## config.mk

```make
export PLATFORM = sky130hd
export DESIGN_NAME = clock_ctrl_flat
export DESIGN_NICKNAME = d
export VERILOG_FILES = /design/src/rtl/clock_pkg.sv /design/src/rtl/clock_ctrl_if.sv /design/src/rtl/btn_edge.sv /design/src/rtl/clock_ctrl.sv /design/src/flat_wrapper.sv
export SDC_FILE = /design/constraint.sdc
export NUM_CORES = 1
export LEC_CHECK = 0
export ABC_AREA = 1
export ABC_CLOCK_PERIOD_IN_PS = 1340
export CORE_UTILIZATION = 45
export DETAILED_ROUTE_END_ITERATION = 6
export HOLD_SLACK_MARGIN = 0.15
export PLACE_DENSITY = 0.85
export SKIP_CTS_REPAIR_TIMING = 1
export SLEW_MARGIN = 20
export SYNTH_ARGS = -nofsm -noshare
export SYNTH_HDL_FRONTEND = slang
export SYNTH_SLANG_ARGS = --single-unit
export TNS_END_PERCENT = 5
```

## constraint.sdc

```tcl
create_clock -name clk_100Mhz -period 1.34 [get_ports clk_100Mhz]
set_input_delay 0.335 -clock clk_100Mhz [delete_from_list [all_inputs] [get_ports clk_100Mhz]]
set_output_delay 0.335 -clock clk_100Mhz [all_outputs]
set_load 0.05 [all_outputs]
```

## src/rtl/clock_pkg.sv

```systemverilog
// rtl/clock_pkg.sv - shared widths, limits and mode sequencing for clock_ctrl
// The SET_AH/SET_AM states exist only when CLOCK_ALARM_EN is defined.
package clock_pkg;

   localparam int HOUR_W     = 5;
   localparam int MIN_W      = 6;
   localparam logic [MIN_W-1:0] SEC_MAX = 6'd59;
   localparam logic [MIN_W-1:0] MIN_MAX = 6'd59;
   localparam int RING_TICKS = 60;

`ifdef CLOCK_ALARM_EN
   typedef enum logic [2:0] {
      RUN    = 3'd0,
      SET_H  = 3'd1,
      SET_M  = 3'd2,
      SET_AH = 3'd3,
      SET_AM = 3'd4
   } state_e;
`else
   typedef enum logic [1:0] {
      RUN   = 2'd0,
      SET_H = 2'd1,
      SET_M = 2'd2
   } state_e;
`endif

   function automatic state_e next_state(state_e s);
      case (s)
         RUN:    return SET_H;
         SET_H:  return SET_M;
`ifdef CLOCK_ALARM_EN
         SET_M:  return SET_AH;
         SET_AH: return SET_AM;
`endif
         default: return RUN;
      endcase
   endfunction

endpackage

```

## src/rtl/clock_ctrl_if.sv

```systemverilog
// rtl/clock_ctrl_if.sv - tick/button inputs and display outputs of clock_ctrl
interface clock_ctrl_if;

   logic       tick_1hz;
   logic       btn_mode;
   logic       btn_inc;
   logic [4:0] hour;
   logic [5:0] minute;
   logic [5:0] second;
   logic [1:0] mode;
   logic       blink;
   logic       chime;
   logic       alarm_ring;

   modport master (
      output tick_1hz, btn_mode, btn_inc,
      input  hour, minute, second, mode, blink, chime, alarm_ring
   );

   modport slave (
      input  tick_1hz, btn_mode, btn_inc,
      output hour, minute, second, mode, blink, chime, alarm_ring
   );

endinterface

```

## src/rtl/btn_edge.sv

```systemverilog
// rtl/btn_edge.sv - registered rising-edge detector for a debounced button level
module btn_edge (
   input  logic clk,
   input  logic rst_n,
   input  logic btn,
   output logic press
);

   logic btn_q, btn_d;
   logic armed_q, armed_d;

   // armed_q masks the first sampled cycle so a level held through reset is not a press
   always_comb begin
      btn_d   = btn;
      armed_d = 1'b1;
   end

   always_ff @(posedge clk or negedge rst_n) begin
      if (!rst_n) begin
         btn_q   <= 1'b0;
         armed_q <= 1'b0;
      end else begin
         btn_q   <= btn_d;
         armed_q <= armed_d;
      end
   end

   assign press = btn & ~btn_q & armed_q;

endmodule

```

## src/rtl/clock_ctrl.sv

```systemverilog
// rtl/clock_ctrl.sv - hh:mm:ss time keeper with run/set sequencing, blink and hourly chime
// Defining CLOCK_ALARM_EN adds alarm_h/alarm_m, the SET_AH/SET_AM states and alarm_ring.
module clock_ctrl
   import clock_pkg::*;
#(
   parameter int HOUR_MOD = 24
) (
   input  logic        clk_100Mhz,
   input  logic        rst_n,
   clock_ctrl_if.slave bus
);

   localparam logic [HOUR_W-1:0] HOUR_LAST = HOUR_W'(HOUR_MOD - 1);

   logic mode_press, inc_press;

   btn_edge u_mode_edge (.clk(clk_100Mhz), .rst_n(rst_n), .btn(bus.btn_mode), .press(mode_press));
   btn_edge u_inc_edge  (.clk(clk_100Mhz), .rst_n(rst_n), .btn(bus.btn_inc),  .press(inc_press));

   state_e            state_q, state_d;
   logic [HOUR_W-1:0] hour_q, hour_d;
   logic [MIN_W-1:0]  minute_q, minute_d;
   logic [MIN_W-1:0]  second_q, second_d;
   logic              blink_q, blink_d;
   logic              chime_q, chime_d;

   always_comb begin
      state_d  = state_q;
      hour_d   = hour_q;
      minute_d = minute_q;
      second_d = second_q;
      blink_d  = blink_q;
      chime_d  = 1'b0;

      if (mode_press) state_d = next_state(state_q);

      // A RUN tick is applied even when a mode press leaves RUN in the same cycle
      if (state_q == RUN && bus.tick_1hz) begin
         second_d = (second_q == SEC_MAX) ? '0 : second_q + 1'b1;
         if (second_q == SEC_MAX) begin
            minute_d = (minute_q == MIN_MAX) ? '0 : minute_q + 1'b1;
            if (minute_q == MIN_MAX) begin
               hour_d  = (hour_q == HOUR_LAST) ? '0 : hour_q + 1'b1;
               chime_d = 1'b1;
            end
         end
      end

      if (inc_press && !mode_press) begin
         case (state_q)
            SET_H:   hour_d   = (hour_q == HOUR_LAST) ? '0 : hour_q + 1'b1;
            SET_M:   minute_d = (minute_q == MIN_MAX) ? '0 : minute_q + 1'b1;
            default: ;
         endcase
      end

      if (state_q != RUN && state_d == RUN) second_d = '0;

      if (state_d == RUN)                          blink_d = 1'b0;
      else if (state_q != RUN && bus.tick_1hz)    blink_d = ~blink_q;
   end

   always_ff @(posedge clk_100Mhz or negedge rst_n) begin
      if (!rst_n) begin
         state_q  <= RUN;
         hour_q   <= '0;
         minute_q <= '0;
         second_q <= '0;
         blink_q  <= 1'b0;
         chime_q  <= 1'b0;
      end else begin
         state_q  <= state_d;
         hour_q   <= hour_d;
         minute_q <= minute_d;
         second_q <= second_d;
         blink_q  <= blink_d;
         chime_q  <= chime_d;
      end
   end

`ifdef CLOCK_ALARM_EN
   localparam logic [5:0] RING_LAST = 6'(RING_TICKS - 1);

   logic [HOUR_W-1:0] alarm_h_q, alarm_h_d;
   logic [MIN_W-1:0]  alarm_m_q, alarm_m_d;
   logic              ring_q, ring_d;
   logic [5:0]        ring_cnt_q, ring_cnt_d;

   always_comb begin
      alarm_h_d  = alarm_h_q;
      alarm_m_d  = alarm_m_q;
      ring_d     = ring_q;
      ring_cnt_d = ring_cnt_q;

      if (inc_press && !mode_press && state_q == SET_AH)
         alarm_h_d = (alarm_h_q == HOUR_LAST) ? '0 : alarm_h_q + 1'b1;
      if (inc_press && !mode_press && state_q == SET_AM)
         alarm_m_d = (alarm_m_q == MIN_MAX) ? '0 : alarm_m_q + 1'b1;

      if (state_q == RUN && bus.tick_1hz) begin
         if (hour_d == alarm_h_q && minute_d == alarm_m_q && second_d == '0) begin
            ring_d     = 1'b1;
            ring_cnt_d = '0;
         end else if (ring_q) begin
            if (ring_cnt_q == RING_LAST) ring_d = 1'b0;
            else                         ring_cnt_d = ring_cnt_q + 1'b1;
         end
      end

      if (inc_press || state_d != RUN) ring_d = 1'b0;
   end

   always_ff @(posedge clk_100Mhz or negedge rst_n) begin
      if (!rst_n) begin
         alarm_h_q  <= '0;
         alarm_m_q  <= '0;
         ring_q     <= 1'b0;
         ring_cnt_q <= '0;
      end else begin
         alarm_h_q  <= alarm_h_d;
         alarm_m_q  <= alarm_m_d;
         ring_q     <= ring_d;
         ring_cnt_q <= ring_cnt_d;
      end
   end

   assign bus.alarm_ring = ring_q;
`else
   assign bus.alarm_ring = 1'b0;
`endif

   assign bus.hour   = hour_q;
   assign bus.minute = minute_q;
   assign bus.second = second_q;
   assign bus.mode   = state_q[1:0];
   assign bus.blink  = blink_q;
   assign bus.chime  = chime_q;

endmodule
```

## src/flat_wrapper.sv

```systemverilog
// flat-port wrapper written by rule: the top's interface ports become plain ports
module clock_ctrl_flat import clock_pkg::*;
#(
   parameter int HOUR_MOD = 24
)
  (clk_100Mhz, rst_n, bus_tick_1hz, bus_btn_mode, bus_btn_inc, bus_hour, bus_minute, bus_second, bus_mode, bus_blink, bus_chime, bus_alarm_ring);
  clock_ctrl_if bus_i ();
  input  logic clk_100Mhz;
  input  logic rst_n;
  input wire logic [$bits(bus_i.tick_1hz)-1:0] bus_tick_1hz;
  input wire logic [$bits(bus_i.btn_mode)-1:0] bus_btn_mode;
  input wire logic [$bits(bus_i.btn_inc)-1:0] bus_btn_inc;
  output wire logic [$bits(bus_i.hour)-1:0] bus_hour;
  output wire logic [$bits(bus_i.minute)-1:0] bus_minute;
  output wire logic [$bits(bus_i.second)-1:0] bus_second;
  output wire logic [$bits(bus_i.mode)-1:0] bus_mode;
  output wire logic [$bits(bus_i.blink)-1:0] bus_blink;
  output wire logic [$bits(bus_i.chime)-1:0] bus_chime;
  output wire logic [$bits(bus_i.alarm_ring)-1:0] bus_alarm_ring;
  assign bus_i.tick_1hz = bus_tick_1hz;
  assign bus_i.btn_mode = bus_btn_mode;
  assign bus_i.btn_inc = bus_btn_inc;
  assign bus_hour = bus_i.hour;
  assign bus_minute = bus_i.minute;
  assign bus_second = bus_i.second;
  assign bus_mode = bus_i.mode;
  assign bus_blink = bus_i.blink;
  assign bus_chime = bus_i.chime;
  assign bus_alarm_ring = bus_i.alarm_ring;
  clock_ctrl #(.HOUR_MOD(HOUR_MOD)) u_core (.clk_100Mhz(clk_100Mhz), .rst_n(rst_n), .bus(bus_i));
endmodule
```

[After elaboration in Yosys (flattened, before gate mapping)]
Index checks and enable logic that the tools add are counted.
Widths: inputs -> output; s select.
Operators by class
  add/subtract/negate cells: 3
  equality and inequality tests: 5
  mux-type cells: 21
  bitwise gates (word level): 7
  reduce and logical (&&, ||, !) cells: 10
Operators with widths (number)
  $mux 6: 8
  $mux 5: 6
  $add 6x1->6 const B: 2
  $eq 6x6->1 const B: 2
  $reduce_bool 2->1: 3
  $add 5x1->5 const B: 1
  $eq 5x5->1 const B: 1
  $mux 1: 5
  $and 1x1->1: 4
  $logic_and 1x1->1: 4
  $logic_not 2->1: 2
  $pmux 2 s2: 1
  $not 1->1: 3
  $eq 2x1->1 const B: 1
  $eq 2x2->1 const B: 1
  $mux 2: 1
  $logic_not 1->1: 1
Word-level totals
  bits in registers: 24
  input port bits: 5
  output and inout port bits: 22
  logic and storage cells: 55

[Longest topological paths before layout]
  depth in word-level cells: 7
  gate-level depth with buffers: 10
  depth with buffers taken out: 9

[Cells and area by module]
Synthesis repeated with hierarchy kept, for this count alone.
Second synthesis, totals
  cell total of the unflattened synthesis: 167
  area, all modules: 1320.0 µm²
By module, submodules not included
  clock_ctrl: instances 1, cells an instance 157, area each 1192.4 µm²
  btn_edge: instances 2, cells an instance 5, area each 63.8 µm²

[Worst setup path after synthesis]
OpenSTA, ideal clock, no wires.
  path type: reg-to-reg
  start: register u_core.second_q[0], in the netlist u_core.bus.second[0]
  end: register u_core.hour_q[2], in the netlist u_core.bus.hour[2]
  library setup time: 114 ps
  data arrival time: 1646 ps
  data required time: 1226 ps
  setup slack: -419 ps
  stages on the path, launching flop included: 9
  buffers on the path: 0
  clock period less this slack: 1759 ps
  cells stage by stage: dfrtp_1 ha_1 nand2_2 nor2_4 nand3_2 nand2_4 nand3_1 nand2_1 inv_1
Between the ends
  word-level cells in the longest chain between the ends: 5
Ends and longest elaborated chain
  start, declared: RTL line clock_ctrl.sv:23  | logic [MIN_W-1:0] second_q, second_d;
  start signal, assigned: RTL line clock_ctrl.sv:75  | second_q <= second_d;
  $eq 6x6->1 *: RTL line clock_ctrl.sv:40  | if (second_q == SEC_MAX) begin
  $mux 5 *: RTL line clock_ctrl.sv:40
  $mux 5 *: RTL line clock_ctrl.sv:38  | if (state_q == RUN && bus.tick_1hz) begin
  $mux 5: RTL line clock_ctrl.sv:50  | case (state_q)
  $mux 5 *: RTL line clock_ctrl.sv:49  | if (inc_press && !mode_press) begin
  net u_core.hour_d[2]: RTL line clock_ctrl.sv:21  | logic [HOUR_W-1:0] hour_q, hour_d;
  end signal, assigned: RTL line clock_ctrl.sv:73  | hour_q <= hour_d;
  end, declared: RTL line clock_ctrl.sv:21
Mark *: on every way through the listed nets, which the timed path passes. The rest lies on a longest branch.
A chain may end at the register's enable or synchronous reset.

[Worst setup path in the final report]
  start: register u_core.state_q[0], in the netlist u_core.bus.mode[0]
  end: register u_core.second_q[0], in the netlist u_core.bus.second[0]
Between the ends
  word-level cells in the longest chain between the ends: 6
  elaborated cells on any way between the ends: 10
  classes of those cells: 1 x eq/ne; 3 x mux; 6 x reduce/logical
Ends and longest elaborated chain
  start, declared: RTL line clock_ctrl.sv:20  | state_e state_q, state_d;
  start signal, assigned: RTL line clock_ctrl.sv:72  | state_q <= state_d;
  $eq 2x1->1 or $logic_not 2->1 (tied branches): RTL line clock_pkg.sv:28, clock_ctrl.sv:38
  $pmux 2 s2: RTL line clock_pkg.sv:28  | case (s)
  $mux 2: RTL line clock_ctrl.sv:35  | if (mode_press) state_d = next_state(state_q);
  $logic_not 2->1: RTL line clock_ctrl.sv:57  | if (state_q != RUN && state_d == RUN) second_d = '0;
  $logic_and 1x1->1: RTL line clock_ctrl.sv:57
  $mux 6 or $reduce_bool 2->1 (tied branches)
Several ways; a longest one is shown, not always the timed one.

==> impl_metrics.csv <==
group,metric,value,unit
route,drt_iter0_drc,73,
logic_synthesis,ys_seq_area_frac,0.453,
logic_synthesis,yosys.area_share.adder,0.0283,
power_and_ir_drop,clockPowerShare,0.079,
placed_design,place_hpwl,2090,um
grt,antenna_found_initial,0,
setup_path,path_cells,"nor2_4 -> inv_4 -> nor2_8 -> buf_4 -> inv_1 -> nand3_1 -> o21ai_0",
floorplanning,rows,19,
logic_synthesis,synth_cells,173,
route,antenna_left,0,
cts,cts_max_level,1,
setup_path,critPathCaptureType,"flop",
sta,period_share,1.07,
job,cap_violations,0,
setup_path,reg2reg_setup_slack,-0.09,ns
floorplanning,initial_core_util,0.477,
cts,clk_pin_slew,0.14,ns
status,violations,"setup timing",
power_and_ir_drop,power.switching,1.96,mW
setup_path,cp-start-kind,"flop",
grt,gr-usage-met3,0.0207,
power_and_ir_drop,internal-power,2.38,mW
floorplanning,io_pins,27,
grt,grt_pass1_vias,1188,
setup_path,path_max_fanout,6,
sta,setup_violations,22,
logic_synthesis,ys_seq_elements,24,
placed_design,io_buffers,25,
power_and_ir_drop,p_leak,1.09,nW
logic_synthesis,synth_top_family_by_area,"simple AND/OR/NAND/NOR gates",
logic_synthesis,synth-xor-area-share,0.0264,
sta,post-route-min-period,1.43,ns
cts,clock-sinks,24,
power_and_ir_drop,vdd_ir_drop_max,2.05,mV
sta,drv_slew,0,
hold_path,hold_class,"primary input to flop",
sta,fmax,0.699,GHz
power_and_ir_drop,share_seq_of_total_power,0.269,
logic_synthesis,synth-compound-area-share,0.0434,
finish,fin_util,0.800,
cts,cts-root-buf,"clkbuf_4",
sta,finalHoldViolCount,0,
grt,grt_overflow,0,
route,drt_wl_total,3710,um
floorplanning,design.core.area,0.00278,mm^2
grt,gr-usage-met2,0.321,
setup_path,cp_num_buf_inv,3,
floorplanning,chipWidth,56.3,um
sta,fin_ws,-0.0911,ns
cts,cts_tree,"built",
floorplanning,die_h,56.3,um
logic_synthesis,synth_area_per_cell,7.67,um^2
grt,grt-busiest-layer,"met2",
setup_path,required,1.54,ns
setup_path,worst_ep_arrival_time,1.63,ns
logic_synthesis,synth-simple-area-share,0.350,
setup_path,path_class,"flop to flop",
hold_path,whs_path_depth,1,
finish,syn_to_final_growth,67.7,%
setup_path,crit_cells,7,
grt,use_met1,0.244,
cts,ctsLongestPathBuffers,2,
finish,mostFrequentLayoutCell,"nand2_1",
power_and_ir_drop,power,4.34,mW
finish,layout.nets,238,
grt,gr-usage-all-layers,0.190,
setup_path,crit_family,"flip-flops",
cts,cts-buffers-inserted,3,
finish,drive_above_1_share,0.371,
logic_synthesis,syn_area,0.00133,mm^2
status,status,"complete, but fails checks",
setup_path,reg2reg_depth,7,
route,wl_per_cell,14.3,um
route,via_count,1346,
route,first_pass_iters,4,
floorplanning,dieArea,0.00317,mm^2
grt,grt_max_degree,25,
finish,antenna_cells,0,
placed_design,gp_congestion,0.915,
route,vias_per_cell,5.18,
setup_path,slowest_delay,0.48,ns
sta,rsz0062_at_grt,"yes",
finish,final_cell_mix,"43 x nand2_1, 27 x inv_1, 22 x buf_12, 19 x nor2_1, 19 x nand3_1",
power_and_ir_drop,powerDensity,1950,mW/mm^2
logic_synthesis,muxShareOfSynthArea,0,
sta,finClkSkew,0.00276,ns
logic_synthesis,yosys_warnings,0,
grt,grt_pass1_wl,4810,um
power_and_ir_drop,power.share.combinational,0.652,
logic_synthesis,synth_fp_nets,181,
setup_path,slowest_stage,"dfrtp_2",
route,drc,0,
power_and_ir_drop,swShare,0.452,
cts,clk_latency,0.32,ns
logic_synthesis,synth.distinct_cells,24,
[through the flow]
step / instances / setup WS [ns] / cell area [um^2] / hold slack (ns) / TNS [ns]
3_5_place_dp: 250 / -0.479 / 2050 / 0.571 / -6.51
6_report: 260 / -0.0911 / 2220 / 0.191 / -0.829
2_1_floorplan: 173 / -0.134 / 1380 / 0.0394 / -1.19
3_3_place_gp: 250 / -0.367 / 2050 / 0.562 / -5.50
5_1_grt: 260 / -0.129 / 2220 / 0.195 / -2.33
4_1_cts: 254 / -0.153 / 2070 / 0.348 / -1.52
[final cells by class]
type / instances / area [um^2]
tap: 31 / 38.8
multi-input combinational: 120 / 694
sequential: 24 / 616
fill: 155 / 557
timing repair buffer: 53 / 742
inverter: 28 / 108
clock buffer: 4 / 26.3
[cells by family after synthesis]
group           count (synthesis)
xor+xnor                        4
other cells                     2
compound gates                 11
buf+inv                        30
flops                          24
simple gates                   99
fa+ha+maj                       3
[cells in the mapped netlist]
cell,number,share of area
buf_4,1,0.0057
xor2_1,2,0.013
nand3_1,21,0.079
nor2_4,1,0.0085
nor2_2,1,0.0047
buf_6,1,0.0085
inv_2,1,0.0028
ha_1,3,0.028
xnor2_1,2,0.013
nand2_4,1,0.0085
nor2_1,21,0.059
o211ai_1,1,0.0057
nand2_2,3,0.014
nor2_8,1,0.015
nor3_1,1,0.0038
dfrtp_1,24,0.45
inv_1,27,0.076
conb_1,2,0.0057
o21ai_0,8,0.030
nor3b_1,1,0.0057
a21oi_1,2,0.0075
nand3_2,2,0.015
nand2_1,44,0.12
nand3b_1,2,0.011
[layer usage]
| layer | vias to the layer above | wire [um] |
|---|---|---|
| met5 | - | 0 |
| li1 | 651 | - |
| met4 | 0 | 50 |
| met1 | 634 | 1560 |
| met3 | 8 | 157 |
| met2 | 53 | 1930 |
[worst register-to-register path, stage by stage (launching register included)]
cell	delay, ns
dfrtp_2	0.48
nor2_4	0.17
inv_4	0.08
nor2_8	0.11
buf_4	0.14
inv_1	0.11
nand3_1	0.12
o21ai_0	0.10
[registers in the layout (all words and copies together) (netlist names)]
name / cells
u_core.bus.blink: 1
u_core.bus.chime: 1
u_core.bus.hour: 5
u_core.bus.minute: 6
u_core.bus.mode: 2
u_core.bus.second: 6
u_core.u_inc_edge.btn_q: 1
u_core.u_mode_edge.armed_q: 1
u_core.u_mode_edge.btn_q: 1
[power by group through the flow]
stage / registers, mW / logic [mW] / clock network, mW
finish: 1.17 / 2.83 / 0.345
global route: 1.19 / 2.96 / 0.368
CTS: 1.12 / 2.59 / 0.344
detailed placement: 1.13 / 2.58 / 0
global placement: 1.12 / 2.53 / 0
floorplan: 1.83 / 0.549 / 0
[path summary, 6_finish.rpt]
path                                                           end                        startpoint
worst max-delay path              u_core.bus.second[0]$_DFFE_PN0P_      u_core.bus.mode[0]$_DFF_PN0_
worst min-delay path            u_core.u_mode_edge.btn_q$_DFF_PN0_                      bus_btn_mode
worst max register to register    u_core.bus.second[0]$_DFFE_PN0P_      u_core.bus.mode[0]$_DFF_PN0_
worst min register to register    u_core.bus.second[3]$_DFFE_PN0P_  u_core.bus.second[3]$_DFFE_PN0P_
max in group asynchronous           u_core.bus.minute[1]$_DFF_PN0_                             rst_n
min in group asynchronous             u_core.bus.mode[0]$_DFF_PN0_                             rst_n
Power figures use the tool's default switching activity.
